`src/rtl/alu_pkg.sv`:
```
// Shared definitions for the ALU command sequencer: opcodes, legality check
// and the command FSM state encoding.
package alu_pkg;

  localparam logic [7:0] OP_ADD = 8'h00;
  localparam logic [7:0] OP_1   = 8'h01;
  localparam logic [7:0] OP_2   = 8'h02;
  localparam logic [7:0] OP_3   = 8'h03;
  localparam logic [7:0] OP_4   = 8'h04;
  localparam logic [7:0] OP_8   = 8'h08;

  typedef enum logic [2:0] {
    IDLE    = 3'd0,
    GET_A   = 3'd1,
    GET_B   = 3'd2,
    EXEC    = 3'd3,
    SEND_HI = 3'd4,
    SEND_LO = 3'd5
  } state_e;

  // Opcode bytes the ALU understands; anything else is dropped and counted.
  function automatic logic is_legal_op(input logic [7:0] op);
    logic legal;
    case (op)
      OP_ADD, OP_1, OP_2, OP_3, OP_4, OP_8: legal = 1'b1;
      default:                              legal = 1'b0;
    endcase
    return legal;
  endfunction

endpackage

```
`src/rtl/alu_cmd_sequencer_if.sv`:
```
// Byte-stream interface of the sequencer: a command input stream and a
// result output stream, both valid/ready.
interface alu_cmd_sequencer_if;

  logic [7:0] in_data;
  logic       in_valid;
  logic       in_ready;
  logic [7:0] out_data;
  logic       out_valid;
  logic       out_ready;

  // Host / bridge side: produces commands, consumes results.
  modport master (
    output in_data,
    output in_valid,
    input  in_ready,
    input  out_data,
    input  out_valid,
    output out_ready
  );

  // Sequencer side: consumes commands, produces results.
  modport slave (
    input  in_data,
    input  in_valid,
    output in_ready,
    output out_data,
    output out_valid,
    input  out_ready
  );

endinterface

```
`src/rtl/alu_cmd_sequencer.sv`:
```
// Command front end for the combinational ALU. Parses opcode/A/B bytes from
// the input stream, drives the registered ALU inputs, waits ALU_LAT cycles,
// then returns the 16-bit result as two bytes, high byte first.
module alu_cmd_sequencer
  import alu_pkg::*;
#(
  parameter int ALU_LAT = 1,
  parameter int OP_W    = 6
) (
  input  logic                 clk,
  input  logic                 rst,
  alu_cmd_sequencer_if.slave   bus,
  output logic [7:0]           alu_a,
  output logic [7:0]           alu_b,
  output logic [OP_W-1:0]      alu_op,
  input  logic [15:0]          alu_result,
  output logic                 busy,
  output logic [7:0]           err_cnt
);

  localparam logic [3:0] LAT = 4'(ALU_LAT);

  state_e            state_q, state_d;
  logic [7:0]        alu_a_q, alu_a_d;
  logic [7:0]        alu_b_q, alu_b_d;
  logic [OP_W-1:0]   alu_op_q, alu_op_d;
  logic [7:0]        res_lo_q, res_lo_d;
  logic [7:0]        out_data_q, out_data_d;
  logic              out_valid_q, out_valid_d;
  logic [7:0]        err_cnt_q, err_cnt_d;
  logic [3:0]        lat_cnt_q, lat_cnt_d;

  logic              in_ready;
  logic              in_accept;
  logic              out_xfer;

  // Only the three parsing states take bytes; everything else backpressures.
  always_comb begin
    in_ready  = (state_q == IDLE) || (state_q == GET_A) || (state_q == GET_B);
    in_accept = in_ready && bus.in_valid;
    out_xfer  = out_valid_q && bus.out_ready;
  end

  // Next-state and datapath updates for the command FSM.
  always_comb begin
    state_d     = state_q;
    alu_a_d     = alu_a_q;
    alu_b_d     = alu_b_q;
    alu_op_d    = alu_op_q;
    res_lo_d    = res_lo_q;
    out_data_d  = out_data_q;
    out_valid_d = out_valid_q;
    err_cnt_d   = err_cnt_q;
    lat_cnt_d   = lat_cnt_q;

    unique case (state_q)
      IDLE: begin
        if (in_accept) begin
          if (is_legal_op(bus.in_data)) begin
            alu_op_d = bus.in_data[OP_W-1:0];
            state_d  = GET_A;
          end else if (err_cnt_q != 8'hFF) begin
            err_cnt_d = err_cnt_q + 8'd1;
          end
        end
      end
      GET_A: begin
        if (in_accept) begin
          alu_a_d = bus.in_data;
          state_d = GET_B;
        end
      end
      GET_B: begin
        if (in_accept) begin
          alu_b_d   = bus.in_data;
          lat_cnt_d = LAT;
          state_d   = EXEC;
        end
      end
      EXEC: begin
        if (lat_cnt_q == 4'd0) begin
          res_lo_d    = alu_result[7:0];
          out_data_d  = alu_result[15:8];
          out_valid_d = 1'b1;
          state_d     = SEND_HI;
        end else begin
          lat_cnt_d = lat_cnt_q - 4'd1;
        end
      end
      SEND_HI: begin
        if (out_xfer) begin
          out_data_d = res_lo_q;
          state_d    = SEND_LO;
        end
      end
      SEND_LO: begin
        if (out_xfer) begin
          out_valid_d = 1'b0;
          state_d     = IDLE;
        end
      end
      default: state_d = IDLE;
    endcase
  end

  // State and datapath registers; reset aborts any command in flight.
  always_ff @(posedge clk or posedge rst) begin
    if (rst) begin
      state_q     <= IDLE;
      alu_a_q     <= '0;
      alu_b_q     <= '0;
      alu_op_q    <= '0;
      res_lo_q    <= '0;
      out_data_q  <= '0;
      out_valid_q <= 1'b0;
      err_cnt_q   <= '0;
      lat_cnt_q   <= '0;
    end else begin
      state_q     <= state_d;
      alu_a_q     <= alu_a_d;
      alu_b_q     <= alu_b_d;
      alu_op_q    <= alu_op_d;
      res_lo_q    <= res_lo_d;
      out_data_q  <= out_data_d;
      out_valid_q <= out_valid_d;
      err_cnt_q   <= err_cnt_d;
      lat_cnt_q   <= lat_cnt_d;
    end
  end

  assign bus.in_ready  = in_ready;
  assign bus.out_data  = out_data_q;
  assign bus.out_valid = out_valid_q;
  assign alu_a         = alu_a_q;
  assign alu_b         = alu_b_q;
  assign alu_op        = alu_op_q;
  assign busy          = (state_q != IDLE);
  assign err_cnt       = err_cnt_q;

endmodule

```
`src/flat_wrapper.sv`:
```
// flat-port wrapper written by rule: the top's interface ports become plain ports
module alu_cmd_sequencer_flat import alu_pkg::*;
#(
  parameter int ALU_LAT = 1,
  parameter int OP_W    = 6
)
  (clk, rst, alu_a, alu_b, alu_op, alu_result, busy, err_cnt, bus_in_data, bus_in_valid, bus_in_ready, bus_out_data, bus_out_valid, bus_out_ready);
  alu_cmd_sequencer_if bus_i ();
  input  logic clk;
  input  logic rst;
  output logic [7:0] alu_a;
  output logic [7:0] alu_b;
  output logic [OP_W-1:0] alu_op;
  input  logic [15:0] alu_result;
  output logic busy;
  output logic [7:0] err_cnt;
  input wire logic [$bits(bus_i.in_data)-1:0] bus_in_data;
  input wire logic [$bits(bus_i.in_valid)-1:0] bus_in_valid;
  output wire logic [$bits(bus_i.in_ready)-1:0] bus_in_ready;
  output wire logic [$bits(bus_i.out_data)-1:0] bus_out_data;
  output wire logic [$bits(bus_i.out_valid)-1:0] bus_out_valid;
  input wire logic [$bits(bus_i.out_ready)-1:0] bus_out_ready;
  assign bus_i.in_data = bus_in_data;
  assign bus_i.in_valid = bus_in_valid;
  assign bus_in_ready = bus_i.in_ready;
  assign bus_out_data = bus_i.out_data;
  assign bus_out_valid = bus_i.out_valid;
  assign bus_i.out_ready = bus_out_ready;
  alu_cmd_sequencer #(.ALU_LAT(ALU_LAT), .OP_W(OP_W)) u_core (.clk(clk), .rst(rst), .bus(bus_i), .alu_a(alu_a), .alu_b(alu_b), .alu_op(alu_op), .alu_result(alu_result), .busy(busy), .err_cnt(err_cnt));
endmodule
```
`config.mk`:
```
export PLATFORM = sky130hd
export DESIGN_NAME = alu_cmd_sequencer_flat
export DESIGN_NICKNAME = d
export VERILOG_FILES = /design/src/rtl/alu_pkg.sv /design/src/rtl/alu_cmd_sequencer_if.sv /design/src/rtl/alu_cmd_sequencer.sv /design/src/flat_wrapper.sv
export SDC_FILE = /design/constraint.sdc
export NUM_CORES = 1
export LEC_CHECK = 0
export ABC_AREA = 1
export CAP_MARGIN = 20
export CORE_MARGIN = 4
export CORE_UTILIZATION = 56
export DETAILED_ROUTE_END_ITERATION = 8
export DONT_BUFFER_PORTS = 1
export GPL_TIMING_DRIVEN = 0
export PLACE_DENSITY = 0.86
export REMOVE_ABC_BUFFERS = 1
export SLEW_MARGIN = 20
export SYNTH_ARGS = -nofsm -noshare
export SYNTH_HDL_FRONTEND = slang
export SYNTH_SLANG_ARGS = --single-unit
```
`constraint.sdc`:
```
create_clock -name clk -period 1.6 [get_ports clk]
set_input_delay 0.32 -clock clk [delete_from_list [all_inputs] [get_ports clk]]
set_output_delay 0.32 -clock clk [all_outputs]
set_load 0.05 [all_outputs]
```
==> flow_metrics.env, run 1 <==
export IMPL_outcome="finished, violations left"
export IMPL_violations="negative hold slack"
export IMPL_antenna_found_initial=0
export IMPL_setup_viol=0
export IMPL_grt_ovfl_total=0
export IMPL_core_rowCount=24
export IMPL_rsz0062_at_grt="yes"
export IMPL_clk_pin_slew_worst_paths_ns=0.09
export IMPL_critPathLaunchType="register"
export IMPL_hold_buffers=0
export IMPL_post_route_drc_count=0
export IMPL_grt_start_max_net_pins=55
export IMPL_drv_slew=0
export IMPL_num_vias=2058
export IMPL_syn_area_per_cell_um2=8.23
export IMPL_fin_crit_sh_pct=96.5
export IMPL_die_h_um=76.8
export IMPL_area_growth_pct=8.73
export IMPL_synth_cell_types=25
export IMPL_dp_hpwl_um=3690
export IMPL_worstPathRequired_ns=1.28
export IMPL_leakage_nw=1.51
export IMPL_slew_headroom_pct=56.7
export IMPL_syn_area_um2=2650
export IMPL_powerDensity_nw_per_um2=2230
export IMPL_critPathKind="register to output port"
export IMPL_clock_fmax_mhz=648
export IMPL_die_area_um2=5900
export IMPL_wirelength_um=5250
export IMPL_cts_buffers_inserted=5
export IMPL_ys_ff_latch=54
export IMPL_grt_pass1_vias=1938
export IMPL_gp_congestion=0.778
export IMPL_clk_latency_ns=0.30
export IMPL_hold_viol=39
export IMPL_post_place_ws_ns=-0.402
export IMPL_cts_buffer_depth=2
export IMPL_wire_per_inst_um=13.7
export IMPL_diodes=0
export IMPL_cts_root_buffer="clkbuf_8"
export IMPL_start_util_pct=59.2
export IMPL_nets=361
export IMPL_end_kind="output port"
export IMPL_fin_worst_skew_ns=0.00956
export IMPL_ir_worst_vdd_v=0.00106
export IMPL_worst_slack_ns=0.0564
export IMPL_fill_cells=359
export IMPL_final_cell_mix="nand2_1 (111), dfrtp_1 (46), o21ai_0 (36), inv_1 (32), nand3_1 (24)"
export IMPL_port_buffers=0
export IMPL_ios=69
export IMPL_max_cap_viol_count=0
export IMPL_design_core_area_um2=4470
export IMPL_ys_seq_area_share_pct=51.0
export IMPL_dieWidth_um=76.8
export IMPL_synthCells=322
export IMPL_cts_tree="yes"
export IMPL_final_min_clock_period_ns=1.54
export IMPL_grt_use_total_pct=18.2
export IMPL_crit_path_max_fanout=6
export IMPL_whs_ns=-0.0361
export IMPL_final_common_cell="nand2_1"
export IMPL_setup_tns_ns=0
export IMPL_cts_sinks=54
export IMPL_tightest_slew_ns=0.649
export IMPL_drive_gt1_share_pct=15.1
export IMPL_crit_arrival_ns=1.22
export IMPL_cts_max_level=2
export IMPL_firstDrtPassIters=5
export IMPL_grt_first_pass_wirelength_um=8910
export IMPL_drt_iter0_markers=102
export IMPL_ant_nets=0
export IMPL_ys_warn_count=0
export IMPL_hp_class="input port to async pin"
export IMPL_via_per_inst=5.37
==> metrics by stage <==
step	util (%)	power [W]	hold slack [ns]	std cells	area, um^2
floorplan	-	0.00505	0.430	316	2610
global placement	59.7	0.00535	0.434	368	2670
detailed placement	59.8	0.00546	0.340	368	2680
CTS	63.3	0.00637	0.00458	381	2830
global route	64.4	0.00687	0.0294	383	2880
finish	64.4	0.00644	-0.0361	383	2880
==> worst max-delay path: stages, from the launching register on <==
cell        delay (ns)
dfrtp_2           0.47
nand2_4           0.10
nand2_2           0.11
clkinvlp_4        0.25
==> power breakdown <==
part	total, W	switching, W	internal, W
Clock	0.000787	0.000438	0.000349
Combinational	0.00191	0.00123	0.000684
Sequential	0.00374	0.00182	0.00192
==> synthesized netlist by cell type, drive strengths merged <==
library cell	instances	area [um^2]
o22ai	1	6.26
dfrtp	54	1350
a21oi	2	10.0
nor2	26	156
nand2	120	483
nand4	3	18.8
o21bai	1	7.51
buf	6	42.5
xnor2	1	8.76
nand3	26	140
nand3b	1	7.51
inv	37	149
xor2	2	17.5
ha	3	37.5
o21ai	39	214
==> cell type report <==
cell class | instances | area [um^2] | area share [%]
tap | 52 | 65.1 | 2.26
sequential | 54 | 1360 | 47.2
multi-input combinational | 225 | 1150 | 40.0
clock buffer | 6 | 82.6 | 2.87
clock inverter | 2 | 12.5 | 0.434
timing repair buffer | 7 | 52.6 | 1.82
inverter | 37 | 155 | 5.38
==> registers in the layout (all words and copies together) (netlist names) <==
name	count
u_core.alu_a	8
u_core.alu_b	8
u_core.bus.out_data	8
u_core.err_cnt	8
u_core.res_lo_q	8
u_core.alu_op	6
u_core.lat_cnt_q	4
u_core.state_q	3
u_core.bus.out_valid	1
==> layer usage <==
layer	wire length (um)	up-vias	global-route usage, %
li1	-	1027	-
met1	2220	949	22.1
met2	2530	78	31.8
met3	467	4	6.09
met4	30	0	3.26
met5	0	-	0
==> cell families after synthesis <==
kind of cell,synth area share [%]
simple gates,30.4
compound gates,8.97
xor+xnor,0.992
flops,51.0
fa+ha+maj,1.42
buf+inv,7.22
==> path summary, 6_finish.rpt <==
kind	start	endpoint	slack, ns	depth (start not counted)
max in group asynchronous	rst	u_core.bus.out_valid	1.15	1
worst min-delay path	rst	u_core.res_lo_q[4]	-0.04	1
worst min register to register	u_core.res_lo_q[6]	u_core.res_lo_q[6]	0.50	2
min in group clk	alu_result[6]	u_core.res_lo_q[6]	0.13	2
worst max register to register	u_core.state_q[0]	u_core.err_cnt[6]	0.07	6
worst max-delay path	u_core.state_q[0]	bus_in_ready	0.06	3
==> repair_timing <==
item	4_1_cts	5_1_grt
buffers inserted	5	2
gates resized for setup	11	9
endpoints found under the setup margin	27	30
pin swaps	1	2
Note: power is estimated with default switching activity, not from simulation.
==> inputs of run 2 (changes only) <==
--- a/config.mk
+++ b/config.mk
@@ -8,11 +8,11 @@
 export ABC_AREA = 1
 export CAP_MARGIN = 20
 export CORE_MARGIN = 4
-export CORE_UTILIZATION = 56
+export CORE_UTILIZATION = 64
 export DETAILED_ROUTE_END_ITERATION = 8
 export DONT_BUFFER_PORTS = 1
 export GPL_TIMING_DRIVEN = 0
-export PLACE_DENSITY = 0.86
+export PLACE_DENSITY = 0.92
 export REMOVE_ABC_BUFFERS = 1
 export SLEW_MARGIN = 20
 export SYNTH_ARGS = -nofsm -noshare
==> constraint.sdc (replaced) <==
create_clock -name clk -period 1.9 [get_ports clk]
set_input_delay 0.38 -clock clk [delete_from_list [all_inputs] [get_ports clk]]
set_output_delay 0.38 -clock clk [all_outputs]
set_load 0.05 [all_outputs]
==> flow_metrics.env, run 2 (same netlist as run 1, synthesis figures left out) <==
export IMPL_crit_path_max_fanout=11
export IMPL_clk_pin_slew_worst_paths_ns=0.09
export IMPL_critPathLaunchType="register"
export IMPL_fin_crit_sh_pct=93.4
export IMPL_outcome="finished, final reports clean"
export IMPL_dieWidth_um=72.4
export IMPL_nets=355
export IMPL_clkPwrFrac_pct=14.1
export IMPL_grt_use_total_pct=21.2
export IMPL_diodes=0
export IMPL_design_core_area_um2=4000
export IMPL_rsz0062_at_grt="no"
export IMPL_clock_fmax_mhz=564
export IMPL_end_kind="output port"
export IMPL_grt_pass1_vias=1882
export IMPL_firstDrtPassIters=6
export IMPL_drive_gt1_share_pct=10.2
export IMPL_cts_buffer_depth=2
export IMPL_crit_arrival_ns=1.39
export IMPL_cts_max_level=2
export IMPL_area_growth_pct=6.04
export IMPL_post_place_cells=367
export IMPL_tightest_slew_ns=0.626
export IMPL_worstPathRequired_ns=1.52
export IMPL_slew_headroom_pct=58.3
export IMPL_swShare_pct=53.6
export IMPL_cts_buffers_inserted=5
export IMPL_register_area_um2=1360
export IMPL_cts_tree="yes"
export IMPL_seqPwrFrac_pct=59.2
export IMPL_antenna_found_initial=0
export IMPL_multi_input_comb_area_um2=1110
export IMPL_via_per_inst=5.33
export IMPL_clk_latency_ns=0.30
export IMPL_critPathKind="register to output port"
export IMPL_fill_cells=320
export IMPL_wirelength_um=4960
export IMPL_wire_per_inst_um=13.2
export IMPL_leakage_nw=1.49
export IMPL_drt_iter0_markers=161
export IMPL_die_h_um=72.4
export IMPL_fin_worst_skew_ns=0.0103
export IMPL_cts_sinks=54
export IMPL_fin_cells=375
export IMPL_dp_hpwl_um=3750
export IMPL_post_route_drc_count=0
export IMPL_final_common_cell="nand2_1"
export IMPL_final_min_clock_period_ns=1.77
export IMPL_cts_root_buffer="clkbuf_8"
export IMPL_final_cell_mix="nand2_1 (113), dfrtp_1 (51), o21ai_0 (36), inv_1 (33), nand3_1 (24)"
export IMPL_num_vias=1997
export IMPL_ant_nets=0
export IMPL_ir_worst_vdd_v=0.000865
export IMPL_p_int_w=0.00247
export IMPL_drv_slew=0
export IMPL_final_util_pct=70.3
export IMPL_grt_ovfl_total=0
export IMPL_combPwrFrac_pct=26.6
export IMPL_max_cap_viol_count=0
export IMPL_hold_viol=0
export IMPL_cts_setup_buffers=0
export IMPL_stdcell_area_um2=2810
export IMPL_grt_start_max_net_pins=29
export IMPL_setup_viol=0
export IMPL_grt_first_pass_wirelength_um=8690
export IMPL_port_buffers=0
export IMPL_switchingPower_w=0.00285
export IMPL_powerDensity_nw_per_um2=1890
export IMPL_die_area_um2=5230
export IMPL_gp_congestion=0.865
export IMPL_core_rowCount=23
export IMPL_hp_class="input port to async pin"
export IMPL_start_util_pct=66.2
export IMPL_ios=69
export IMPL_dpl_cell_area_um2=2690
run 2: cell types whose count changed in the layout (fill, tap and decap cells not counted), moves of 2 or more:
cell and delta:
dfrtp_1 +5, ha_1 +2, nand2_4 -2, nand2_1 +2
buf_4 -7, dfrtp_2 -5
run 2: repair_timing:
| item | CTS | global route |
|---|---|---|
| gates cloned | 0 | 0 |
| gates resized for setup | 1 | 4 |
| setup endpoints to repair | 8 | 13 |
| hold buffers | 0 | 0 |
| hold endpoints to repair | 0 | 0 |
run 2: through the flow:
step | setup TNS [ns] | total power (W) | setup slack [ns] | hold slack, ns
global placement | -15.24 | 0.00450 | -0.283 | 0.473
floorplan | 0 | 0.00425 | 0.191 | 0.449
finish | 0 | 0.00532 | 0.126 | 0.00592
global route | 0 | 0.00570 | 0.0142 | 0.0317
detailed placement | -0.276 | 0.00461 | -0.0684 | 0.351
CTS | 0 | 0.00535 | 0.0124 | 0.0154
run 2: path summary, 6_finish.rpt:
kind                                         start                  to  slack (ns)  cells past startpoint
worst max-delay path             u_core.state_q[2]        bus_in_ready        0.13                      3
worst min-delay path                           rst   u_core.err_cnt[1]       0.006                      1
worst max register to register   u_core.err_cnt[0]   u_core.err_cnt[1]        0.17                      8
worst min register to register  u_core.res_lo_q[6]  u_core.res_lo_q[6]        0.49                      2
max in group asynchronous                      rst     u_core.alu_b[6]        1.35                      2
min in group clk                     alu_result[1]  u_core.res_lo_q[1]        0.19                      2
run 2: area by class of cell:
| cell class | count | area share, % |
|---|---|---|
| tap | 50 | 2.23 |
| sequential | 54 | 48.2 |
| clock buffer | 6 | 2.58 |
| inverter | 37 | 5.43 |
| clock inverter | 2 | 1.34 |
| multi-input combinational | 225 | 39.5 |
| timing repair buffer | 1 | 0.712 |
run 2: worst max-delay path: stages (launching register included):
cell and delay (ns):
dfrtp_2 0.53, inv_1 0.14, nand2_1 0.15, clkinvlp_4 0.27
run 2: per-layer routing:
metal | wire length, um | part of all wire (%) | track usage, % | vias up
met5 | 0 | 0 | 0 | -
met3 | 435 | 8.8 | 7.34 | 6
li1 | - | - | - | 1016
met2 | 2380 | 48 | 34.4 | 60
met1 | 2080 | 42 | 26.9 | 915
met4 | 57 | 1.1 | 6.26 | 0
run 2: power by group through the flow:
| stage | Combinational (W) | Clock (W) | Sequential, W |
|---|---|---|---|
| final | 0.00142 | 0.000751 | 0.00315 |
| after global routing | 0.00166 | 0.000814 | 0.00323 |
| after CTS | 0.00143 | 0.000764 | 0.00316 |
| after detailed placement | 0.00142 | 0 | 0.00318 |
| after global placement | 0.00134 | 0 | 0.00316 |
| after floorplan | 0.00118 | 0 | 0.00307 |
==> inputs of run 3 (changes only) <==
--- a/config.mk
+++ b/config.mk
@@ -8,11 +8,11 @@
 export ABC_AREA = 1
 export CAP_MARGIN = 20
 export CORE_MARGIN = 4
-export CORE_UTILIZATION = 64
+export CORE_UTILIZATION = 56
 export DETAILED_ROUTE_END_ITERATION = 8
 export DONT_BUFFER_PORTS = 1
 export GPL_TIMING_DRIVEN = 0
-export PLACE_DENSITY = 0.92
+export PLACE_DENSITY = 0.86
 export REMOVE_ABC_BUFFERS = 1
 export SLEW_MARGIN = 20
 export SYNTH_ARGS = -nofsm -noshare
==> constraint.sdc (replaced) <==
create_clock -name clk -period 1.48 [get_ports clk]
set_input_delay 0.296 -clock clk [delete_from_list [all_inputs] [get_ports clk]]
set_output_delay 0.296 -clock clk [all_outputs]
set_load 0.05 [all_outputs]
==> flow_metrics.env, run 3 (same netlist as run 1, synthesis figures left out) <==
export IMPL_outcome="finished, violations left"
export IMPL_violations="negative setup slack"
export IMPL_hp_class="input port to register"
export IMPL_max_cap_viol_count=0
export IMPL_cts_root_buffer="clkbuf_8"
export IMPL_core_rowCount=24
export IMPL_clk_pin_slew_worst_paths_ns=0.09
export IMPL_clock_fmax_mhz=660
export IMPL_worstPathRequired_ns=1.68
export IMPL_slew_headroom_pct=56.8
export IMPL_port_buffers=0
export IMPL_gp_congestion=0.778
export IMPL_grt_use_total_pct=19.0
export IMPL_leakage_nw=1.61
export IMPL_ant_nets=0
export IMPL_final_cell_mix="nand2_1 (109), dfrtp_1 (42), o21ai_0 (34), inv_1 (28), nor2_1 (19)"
export IMPL_fill_cells=334
export IMPL_final_common_cell="nand2_1"
export IMPL_diodes=0
export IMPL_final_min_clock_period_ns=1.52
export IMPL_cts_tree="yes"
export IMPL_via_per_inst=5.40
export IMPL_grt_pass1_vias=1963
export IMPL_tightest_slew_ns=0.648
export IMPL_post_route_drc_count=0
export IMPL_cts_sinks=54
export IMPL_drive_gt1_share_pct=23.1
export IMPL_wirelength_um=5860
export IMPL_firstDrtPassIters=6
export IMPL_area_growth_pct=17.7
export IMPL_grt_first_pass_wirelength_um=9170
export IMPL_hold_viol=0
export IMPL_start_util_pct=59.2
export IMPL_ios=69
export IMPL_drv_slew=0
export IMPL_multi_input_comb_area_um2=1260
export IMPL_nets=372
export IMPL_fin_worst_skew_ns=0.00731
export IMPL_post_place_cells=368
export IMPL_ir_worst_vdd_v=0.00116
export IMPL_crit_path_max_fanout=8
export IMPL_p_total_w=0.00736
export IMPL_cts_buffers_inserted=5
export IMPL_wire_per_inst_um=14.9
export IMPL_dieWidth_um=76.8
export IMPL_end_kind="register"
export IMPL_antenna_found_initial=0
export IMPL_powerDensity_nw_per_um2=2360
export IMPL_cts_max_level=2
export IMPL_die_area_um2=5900
export IMPL_setup_viol=8
export IMPL_register_area_um2=1370
export IMPL_clk_latency_ns=0.30
export IMPL_crit_arrival_ns=1.71
export IMPL_cts_buffer_depth=2
export IMPL_num_vias=2127
export IMPL_grt_ovfl_total=0
export IMPL_drt_iter0_markers=160
export IMPL_worst_slack_ns=-0.0358
export IMPL_final_util_pct=69.7
export IMPL_whs_ns=0.103
export IMPL_fin_crit_sh_pct=102
export IMPL_die_h_um=76.8
export IMPL_critPathKind="register to register"
export IMPL_dp_hpwl_um=3690
export IMPL_critPathLaunchType="register"
export IMPL_design_core_area_um2=4470
export IMPL_grt_start_max_net_pins=55
export IMPL_rsz0062_at_grt="yes"
export IMPL_fin_cells=394
## run 3: changes by cell type in the layout (fill, tap and decap cells not counted), sizes merged
cell	delta
bufinv	-1
clkinv	+1
dlygate4sd3	+1
buf	+16
## run 3: timing repair
| action | in CTS | in global routing |
|---|---|---|
| buffers inserted | 9 | 8 |
| hold buffers | 1 | 0 |
| hold endpoints to repair | 54 | 0 |
| resized for setup | 18 | 36 |
| endpoints found under the setup margin | 37 | 35 |
| cloned | 0 | 0 |
| pin swaps | 5 | 14 |
## run 3: final cells by class
type / count / share of cell area [%]
flip-flops and latches: 54 / 43.9
clock buffers: 6 / 2.65
clock inverters: 2 / 0.401
multi-input cells: 225 / 40.5
repair buffers: 18 / 5.46
well taps: 52 / 2.09
inverters: 37 / 4.98
## run 3: worst paths after layout
| kind | slack [ns] | to | from | depth (start not counted) |
|---|---|---|---|---|
| worst max-delay path | -0.04 | u_core.err_cnt[2] | u_core.err_cnt[6] | 8 |
| worst min-delay path | 0.10 | u_core.res_lo_q[6] | alu_result[6] | 2 |
| worst max register to register | -0.04 | u_core.err_cnt[2] | u_core.err_cnt[6] | 8 |
| worst min register to register | 0.50 | u_core.res_lo_q[6] | u_core.res_lo_q[6] | 2 |
| max in group asynchronous | 0.44 | u_core.err_cnt[0] | rst | 2 |
| min in group asynchronous | 0.56 | u_core.res_lo_q[4] | rst | 2 |
## run 3: power breakdown
part	switching, W	internal, W
Combinational	0.00148	0.000938
Sequential	0.00201	0.00208
Clock	0.000478	0.000377
Total	0.00396	0.00340
## run 3: metrics by stage
stage                     setup WS (ns)  cell area, um^2  setup TNS [ns]
after global routing             -0.114             3120           -1.13
after global placement           -0.683             2670          -43.63
after CTS                       -0.0496             2900          -0.693
after detailed placement         -0.522             2680           -8.01
final                           -0.0358             3120          -0.155
after floorplan                  -0.229             2610           -9.09
## run 3: metal layers
metal | up-vias | share of wire [%] | track usage [%]
met5 | - | 0 | 0
met3 | 6 | 7.8 | 6.09
met1 | 1002 | 41 | 23.2
met2 | 68 | 50 | 32.9
met4 | 0 | 0.80 | 3.62
li1 | 1051 | - | -
## run 3: critical path, cell delays in order, from the launching register on
cell and delay (ns):
dfrtp_2 0.58, nand2_1 0.13, nor2_1 0.23, nand2_4 0.09
inv_2 0.07, nor2_4 0.04, buf_12 0.15, nand3_2 0.07
nand2_1 0.05
